`src/rtl/series_to_parrel.sv`:
```
// Serial-to-parallel frame receiver: frame_sync marks data bit 0, DATA_W data slots (LSB first)
// follow, then GUARD_LEN slots that must carry 0. All flags are registered one-cycle pulses.
module series_to_parrel #(
  parameter int DATA_W    = 8,
  parameter int GUARD_LEN = 8
) (
  input  logic              clk_16,
  input  logic              reset,
  input  logic              serial_in,
  input  logic              frame_sync,
  output logic [DATA_W-1:0] data_out,
  output logic              data_valid,
  output logic              frame_err,
  output logic              frame_abort,
  output logic [7:0]        frame_cnt
);

  localparam int FRAME_LEN = DATA_W + GUARD_LEN;
  localparam int CNT_W     = $clog2(FRAME_LEN + 1);
  localparam logic [CNT_W-1:0] LAST_DATA  = CNT_W'(DATA_W - 1);
  localparam logic [CNT_W-1:0] LAST_GUARD = CNT_W'(FRAME_LEN - 1);

  typedef enum logic [1:0] {IDLE, RECV, GUARD} state_t;

  state_t             state;
  logic [CNT_W-1:0]   slot;
  logic [DATA_W-1:0]  shift;
  logic               guard_bad;
  logic [DATA_W-1:0]  shifted;
  logic [DATA_W-1:0]  first_word;

  // New bits enter at the MSB so that after DATA_W shifts bit 0 sits at the LSB.
  assign shifted    = {serial_in, shift[DATA_W-1:1]};
  assign first_word = DATA_W'(serial_in) << (DATA_W - 1);

  always_ff @(posedge clk_16 or posedge reset) begin
    if (reset) begin
      state       <= IDLE;
      slot        <= '0;
      shift       <= '0;
      guard_bad   <= 1'b0;
      data_out    <= '0;
      data_valid  <= 1'b0;
      frame_err   <= 1'b0;
      frame_abort <= 1'b0;
      frame_cnt   <= 8'd0;
    end else begin
      data_valid  <= 1'b0;
      frame_err   <= 1'b0;
      frame_abort <= 1'b0;
      if (frame_sync) begin
        // Sync always restarts at slot 0; only an incomplete data phase counts as an abort.
        frame_abort <= (state == RECV);
        shift       <= first_word;
        slot        <= CNT_W'(1);
        guard_bad   <= 1'b0;
        state       <= RECV;
      end else begin
        case (state)
          IDLE: begin
            slot <= '0;
          end
          RECV: begin
            shift <= shifted;
            slot  <= slot + CNT_W'(1);
            if (slot == LAST_DATA) begin
              data_out   <= shifted;
              data_valid <= 1'b1;
              frame_cnt  <= frame_cnt + 8'd1;
              state      <= GUARD;
            end
          end
          GUARD: begin
            if (slot == LAST_GUARD) begin
              frame_err <= guard_bad | serial_in;
              guard_bad <= 1'b0;
              slot      <= '0;
              state     <= IDLE;
            end else begin
              guard_bad <= guard_bad | serial_in;
              slot      <= slot + CNT_W'(1);
            end
          end
          default: begin
            slot  <= '0;
            state <= IDLE;
          end
        endcase
      end
    end
  end

endmodule

```
`config.mk`:
```
export PLATFORM = sky130hd
export DESIGN_NAME = series_to_parrel
export DESIGN_NICKNAME = d
export VERILOG_FILES = /design/src/rtl/series_to_parrel.sv
export SDC_FILE = /design/constraint.sdc
export NUM_CORES = 1
export LEC_CHECK = 0
export ABC_AREA = 1
export CAP_MARGIN = 0
export CORE_ASPECT_RATIO = 1.75
export CORE_MARGIN = 3
export CORE_UTILIZATION = 40
export CTS_CLUSTER_DIAMETER = 100
export DETAILED_ROUTE_END_ITERATION = 10
export PLACE_DENSITY_LB_ADDON = 0.15
export SLEW_MARGIN = 15
export SYNTH_ARGS = -nofsm -noshare
export SYNTH_HDL_FRONTEND = slang
export SYNTH_SLANG_ARGS = --single-unit
```
`constraint.sdc`:
```
create_clock -name clk_16 -period 1.8 [get_ports clk_16]
set_input_delay 0.54 -clock clk_16 [delete_from_list [all_inputs] [get_ports clk_16]]
set_output_delay 0.54 -clock clk_16 [all_outputs]
set_load 0.02 [all_outputs]
```
==> impl_metrics.json, run 1 <==
{
  "synth_edf_count": 0,
  "design.core.area_mm2": 0.003665,
  "netlist_instances": 168,
  "endpoint_kind": "output port",
  "grt_antenna_before_repair": 0,
  "cts_sinks": 34,
  "fin_nets": 212,
  "synth.yosys.seq_area_share": 0.5556,
  "synth_ff_type": "dfrtp_1",
  "num_vias": 1171,
  "relSlewSlack": 0.8024,
  "cp.required_ns": 1.26,
  "synth_top_cell_area_share": 0.5556,
  "clk_latency_ns": 0.28,
  "grt_pass1_wl_mm": 4.974,
  "synth_area_mm2": 0.001531,
  "cp_max_fo": 1,
  "fin_cells": 249,
  "tightest_slew_ns": 0.2954,
  "place.gp.congestion": 0.7790,
  "overflow": 0,
  "power_w": 0.001993,
  "multiInputGateArea_um2": 561.8,
  "clkTransAtPathRegs_ns": 0.07,
  "n_fill_cell": 344,
  "synth_most_common_cell": "nand2_1",
  "routedWlPerCell_um": 11.86,
  "routed_wl_mm": 2.952,
  "finalCritPeriodShare": 0.9720,
  "rows": 29,
  "ios": 23,
  "dp.cells": 241,
  "path_cells": "clkdlybuf4s50_1",
  "crit_slowest_cell": "clkdlybuf4s50_1",
  "synth_seq_cells": 34,
  "post-route-min-period_ns": 1.750,
  "yosysWarningCount": 0,
  "synth_commonest_cells": "nand2_1, dfrtp_1, inv_1, nor2_1, o21ai_1",
  "crit_path_max_incr_delay_ns": 0.60,
  "maxCapViolCount": 0,
  "syn_nets": 178,
  "cts-buffers-inserted": 5,
  "p_seq_frac": 0.421,
  "p_switching_w": 0.0004853,
  "die_x_um": 52.78,
  "viasPerCell": 4.703,
  "pwr-share-comb": 0.145,
  "status": "completed",
  "start_util": 0.4179,
  "htreeDepth": 2,
  "crit_path_start_kind": "register",
  "setup-tns-final_ns": 0,
  "p_leak_nw": 1.176,
  "synth_area_leaders": "dfrtp_1, nand2_1, inv_1",
  "grt_pass1_vias": 1211,
  "dp_hpwl_mm": 2.203,
  "drt_iter0_drc": 9,
  "regArea_um2": 850.8,
  "clockBufferDepth": 2,
  "crit_family": "buffers and inverters",
  "tritoncts": "yes",
  "setup_viol": 0,
  "cp_num_buf_inv": 1,
  "cts_setup_buffers": 0,
  "grt_max_degree": 35,
  "hold_viol": 0,
  "die_y_um": 87.86,
  "p_int_w": 0.001508,
  "synth.largest_area_cell": "dfrtp_1",
  "diodes": 0,
  "area_growth_pct": 32.27,
  "fin_worst_skew_ns": 0.002610,
  "p_per_area_mw_per_mm2": 984.1,
  "hold_ws_ns": 0.4855,
  "portBuffers": 22,
  "synthArstFlopShare": 1.000,
  "cp.arrival_ns": 1.21,
  "rsz0062_at_grt": "no",
  "ctsHoldBuffers": 0,
  "drive_gt1_frac": 0.1133,
  "worstSetupPathType": "register to output port",
  "dr.pass1.iters": 6,
  "die_area_mm2": 0.004637,
  "fmax_mhz": 571.6,
  "route.detailed.drc": 0,
  "drv_slew": 0,
  "yosysUniqueCellTypes": 20,
  "clkPwrFrac": 0.434,
  "switching_share": 0.2434,
  "avgSynthCellArea_um2": 9.116,
  "hold_path.class": "register to register",
  "drtAntennaViolNets": 0,
  "clockRootBuffer": "clkbuf_8",
  "grt_use_total": 0.1473,
  "vdd_drop_max_v": 0.001035
}
power by group through the flow:
| stage | Sequential [W] | Combinational, W | Clock (W) |
|---|---|---|---|
| finish | 0.000839 | 0.000290 | 0.000865 |
| global route | 0.000842 | 0.000334 | 0.000924 |
| CTS | 0.000839 | 0.000295 | 0.000887 |
| detailed placement | 0.000854 | 0.000295 | 0 |
| global placement | 0.000852 | 0.000284 | 0 |
| floorplan | 0.000857 | 0.000196 | 0 |
routing by layer:
layer	vias to the layer above	wire, um	part of all wire	track usage
met5	-	0	0	0
met4	0	71	0.024	0.08605
met3	7	90	0.030	0.04089
met2	16	1662	0.56	0.2749
met1	551	1129	0.38	0.1345
li1	597	-	-	-
flip-flops by register name, indices dropped and copies added, names as in the netlist:
signal and count:
data_out 8, slot 5, frame_cnt 8, data_valid 1, state 2, frame_abort 1
shift 7, guard_bad 1, frame_err 1
final cells by class:
class | instances | area share
well taps | 46 | 0.02841
clock inverters | 2 | 0.02965
clock buffers | 6 | 0.04077
repair buffers | 29 | 0.1501
flip-flops and latches | 34 | 0.4200
inverters | 29 | 0.05374
multi-input cells | 103 | 0.2773
worst paths after layout:
check	start	end	slack, ns	cells past startpoint
max	frame_err$_DFF_PP0_	frame_err	0.05	1
min	shift[7]$_DFFE_PP0P_	shift[7]$_DFFE_PP0P_	0.49	2
max reg2reg	state[1]$_DFFE_PP0P_	frame_cnt[2]$_DFFE_PP0P_	0.22	8
min reg2reg	shift[7]$_DFFE_PP0P_	shift[7]$_DFFE_PP0P_	0.49	2
max in group asynchronous	reset	slot[0]$_DFF_PP0_	1.03	3
min in group asynchronous	reset	frame_err$_DFF_PP0_	0.59	3
through the flow:
step	utilization	area, um^2	setup WS [ns]
finish	0.5527	2026	0.05046
floorplan	-	1531	0.4200
CTS	0.5480	2008	0.0001856
global route	0.5527	2026	0.004210
detailed placement	0.5121	1877	-0.03124
global placement	0.5121	1877	0.01194
kinds of logic (layout without fill, tap and decap cells):
| group | Yosys count | in the layout | share of synthesized area |
|---|---|---|---|
| xor+xnor | 6 | 6 | 0.04411 |
| compound gates | 19 | 19 | 0.06944 |
| simple gates | 72 | 72 | 0.2042 |
| buf+inv | 31 | 66 | 0.07762 |
| flops | 34 | 34 | 0.5556 |
| fa+ha+maj | 6 | 6 | 0.04902 |
timing repair:
item                       in CTS  in global routing
cloned                          0                  0
setup endpoints to repair       9                  7
gates resized for setup         9                  7
cells in the final DEF, fill, tap and decap left out, types with 5 or more instances in the layout:
master	n
buf_4	5
clkbuf_8	6
clkdlybuf4s50_1	6
dfrtp_1	34
dlygate4sd2_1	9
dlymetal6s2s_1	7
ha_1	6
inv_1	27
nand2_1	42
nand3_1	7
nor2_1	14
o21ai_1	8
o22ai_1	7
(Power assumes the default switching activity.)
==> run 2: changes to the inputs <==
--- a/config.mk
+++ b/config.mk
@@ -17,3 +17,4 @@
 export SYNTH_ARGS = -nofsm -noshare
 export SYNTH_HDL_FRONTEND = slang
 export SYNTH_SLANG_ARGS = --single-unit
+export TNS_END_PERCENT = 100
==> results of run 2 <==
No change in the layout: final DEF, timing and power equal those of run 1.
==> run 3: changes to the inputs <==
--- a/config.mk
+++ b/config.mk
@@ -7,7 +7,7 @@
 export LEC_CHECK = 0
 export ABC_AREA = 1
 export CAP_MARGIN = 0
-export CORE_ASPECT_RATIO = 1.75
+export CORE_ASPECT_RATIO = 0.9
 export CORE_MARGIN = 3
 export CORE_UTILIZATION = 40
 export CTS_CLUSTER_DIAMETER = 100
==> impl_metrics.json, run 3 (same netlist as run 1, synthesis figures left out) <==
{
  "tightest_slew_ns": 0.2884,
  "drive_gt1_frac": 0.1220,
  "wl_met1_mm": 1.336,
  "grt_use_total": 0.1467,
  "placed_cell_area_mm2": 0.001877,
  "mostFrequentLayoutCell": "nand2_1",
  "cp.required_ns": 1.26,
  "num_vias": 1158,
  "cts_setup_buffers": 0,
  "area_growth_pct": 32.52,
  "rows": 20,
  "clk_latency_ns": 0.29,
  "crit_path_max_incr_delay_ns": 0.59,
  "place.gp.congestion": 0.8456,
  "hold_ws_ns": 0.4859,
  "grt_antenna_before_repair": 0,
  "hold_path.class": "register to register",
  "route.detailed.drc": 0,
  "clockRootBuffer": "clkbuf_8",
  "drv_slew": 0,
  "dr.pass1.iters": 4,
  "multiInputGateArea_um2": 561.8,
  "relSlewSlack": 0.8070,
  "finalInstanceArea_mm2": 0.002029,
  "start_util": 0.4340,
  "top_regs": "data_out x8, frame_cnt x8, shift x7",
  "crit_path_start_kind": "register",
  "met2_wirelength_mm": 1.465,
  "grt_max_degree": 35,
  "setup-tns-final_ns": 0,
  "cp_max_fo": 1,
  "worstSetupPathType": "register to output port",
  "routedWlPerCell_um": 11.97,
  "grt_pass1_vias": 1149,
  "cp_num_buf_inv": 1,
  "p_per_area_mw_per_mm2": 987.5,
  "die_y_um": 64.70,
  "routed_wl_mm": 2.981,
  "post-route-min-period_ns": 1.740,
  "regArea_um2": 850.8,
  "diodes": 0,
  "clkTransAtPathRegs_ns": 0.07,
  "status": "completed",
  "dp_hpwl_mm": 2.174,
  "grt_pass1_wl_mm": 5.257,
  "die_x_um": 71.23,
  "crit_family": "buffers and inverters",
  "dr.max_layer_used": "met4",
  "final_cell_mix": "nand2_1, dfrtp_1, inv_1",
  "ios": 23,
  "final_core_util": 0.5752,
  "htreeDepth": 2,
  "n_fill_cell": 312,
  "ctsHoldBuffers": 0,
  "setup_viol": 0,
  "rsz0062_at_grt": "no",
  "crit_slowest_cell": "clkdlybuf4s50_1",
  "cts_sinks": 34,
  "fin_worst_skew_ns": 0.006838,
  "fin_nets": 214,
  "hold_viol": 0,
  "cp.arrival_ns": 1.20,
  "viasPerCell": 4.651,
  "drt_iter0_drc": 42,
  "design.core.area_mm2": 0.003528,
  "finalCritPeriodShare": 0.9665,
  "overflow": 0,
  "die_area_mm2": 0.004608,
  "fmax_mhz": 574.8,
  "clockBufferDepth": 2,
  "portBuffers": 22,
  "maxCapViolCount": 0,
  "power_w": 0.002004,
  "p_leak_nw": 1.192,
  "route.met3.wl_um": 128,
  "endpoint_kind": "output port",
  "drtAntennaViolNets": 0,
  "cts-buffers-inserted": 5,
  "path_cells": "clkdlybuf4s50_1",
  "vdd_drop_max_v": 0.0005950,
  "tritoncts": "yes"
}
[run 3: cell count changes in the layout (fill, tap and decap cells not counted), sizes merged]
cell          before  now
buf                7    9
dlygate4sd2        9    8
dlymetal6s2s       7    8
[run 3: tightest hold or removal path: stages (launching register included)]
cell and delay, ns:
dfrtp_1 0.34, nand2_1 0.05, o21ai_1 0.06
[run 3: where the power goes]
group | switching (W) | internal, W | leakage [nW]
clock network | 0.000281 | 0.000591 | 0.0714
logic | 0.000184 | 0.000108 | 0.662
registers | 0.0000284 | 0.000812 | 0.459
total | 0.000494 | 0.00151 | 1.19
[run 3: what timing repair did]
action / CTS / global route
gates cloned: 0 / 0
setup endpoints to repair: 8 / 8
resized for setup: 8 / 8
[run 3: routing by layer]
metal  track usage  up-vias
li1              -      598
met1        0.1781      537
met2        0.2454       18
met3       0.03721        5
met4       0.06338        0
met5             0        -
[run 3: worst paths after layout]
path / start / end / slack, ns / cells past startpoint
setup / recovery: frame_err$_DFF_PP0_ / frame_err / 0.06 / 1
hold / removal: data_out[3]$_DFFE_PP0P_ / data_out[3]$_DFFE_PP0P_ / 0.49 / 2
setup reg to reg: state[1]$_DFFE_PP0P_ / frame_cnt[2]$_DFFE_PP0P_ / 0.24 / 8
hold reg to reg: data_out[3]$_DFFE_PP0P_ / data_out[3]$_DFFE_PP0P_ / 0.49 / 2
max in group asynchronous: reset / frame_cnt[7]$_DFFE_PP0P_ / 1.02 / 3
min in group asynchronous: reset / data_valid$_DFF_PP0_ / 0.59 / 3
[run 3: through the flow]
stage | worst slack (ns) | instances
finish | 0.06038 | 249
global route | 0.02531 | 249
CTS | 0.002915 | 249
detailed placement | -0.003617 | 241
global placement | 0.03361 | 241
floorplan | 0.4200 | 168
[run 3: area by class of cell]
| cell class | count | area share |
|---|---|---|
| Multi-Input combinational cell | 103 | 0.2768 |
| Clock inverter | 2 | 0.02959 |
| Tap cell | 44 | 0.02713 |
| Clock buffer | 6 | 0.04069 |
| Timing Repair Buffer | 31 | 0.1529 |
| Inverter | 29 | 0.05364 |
| Sequential cell | 34 | 0.4192 |
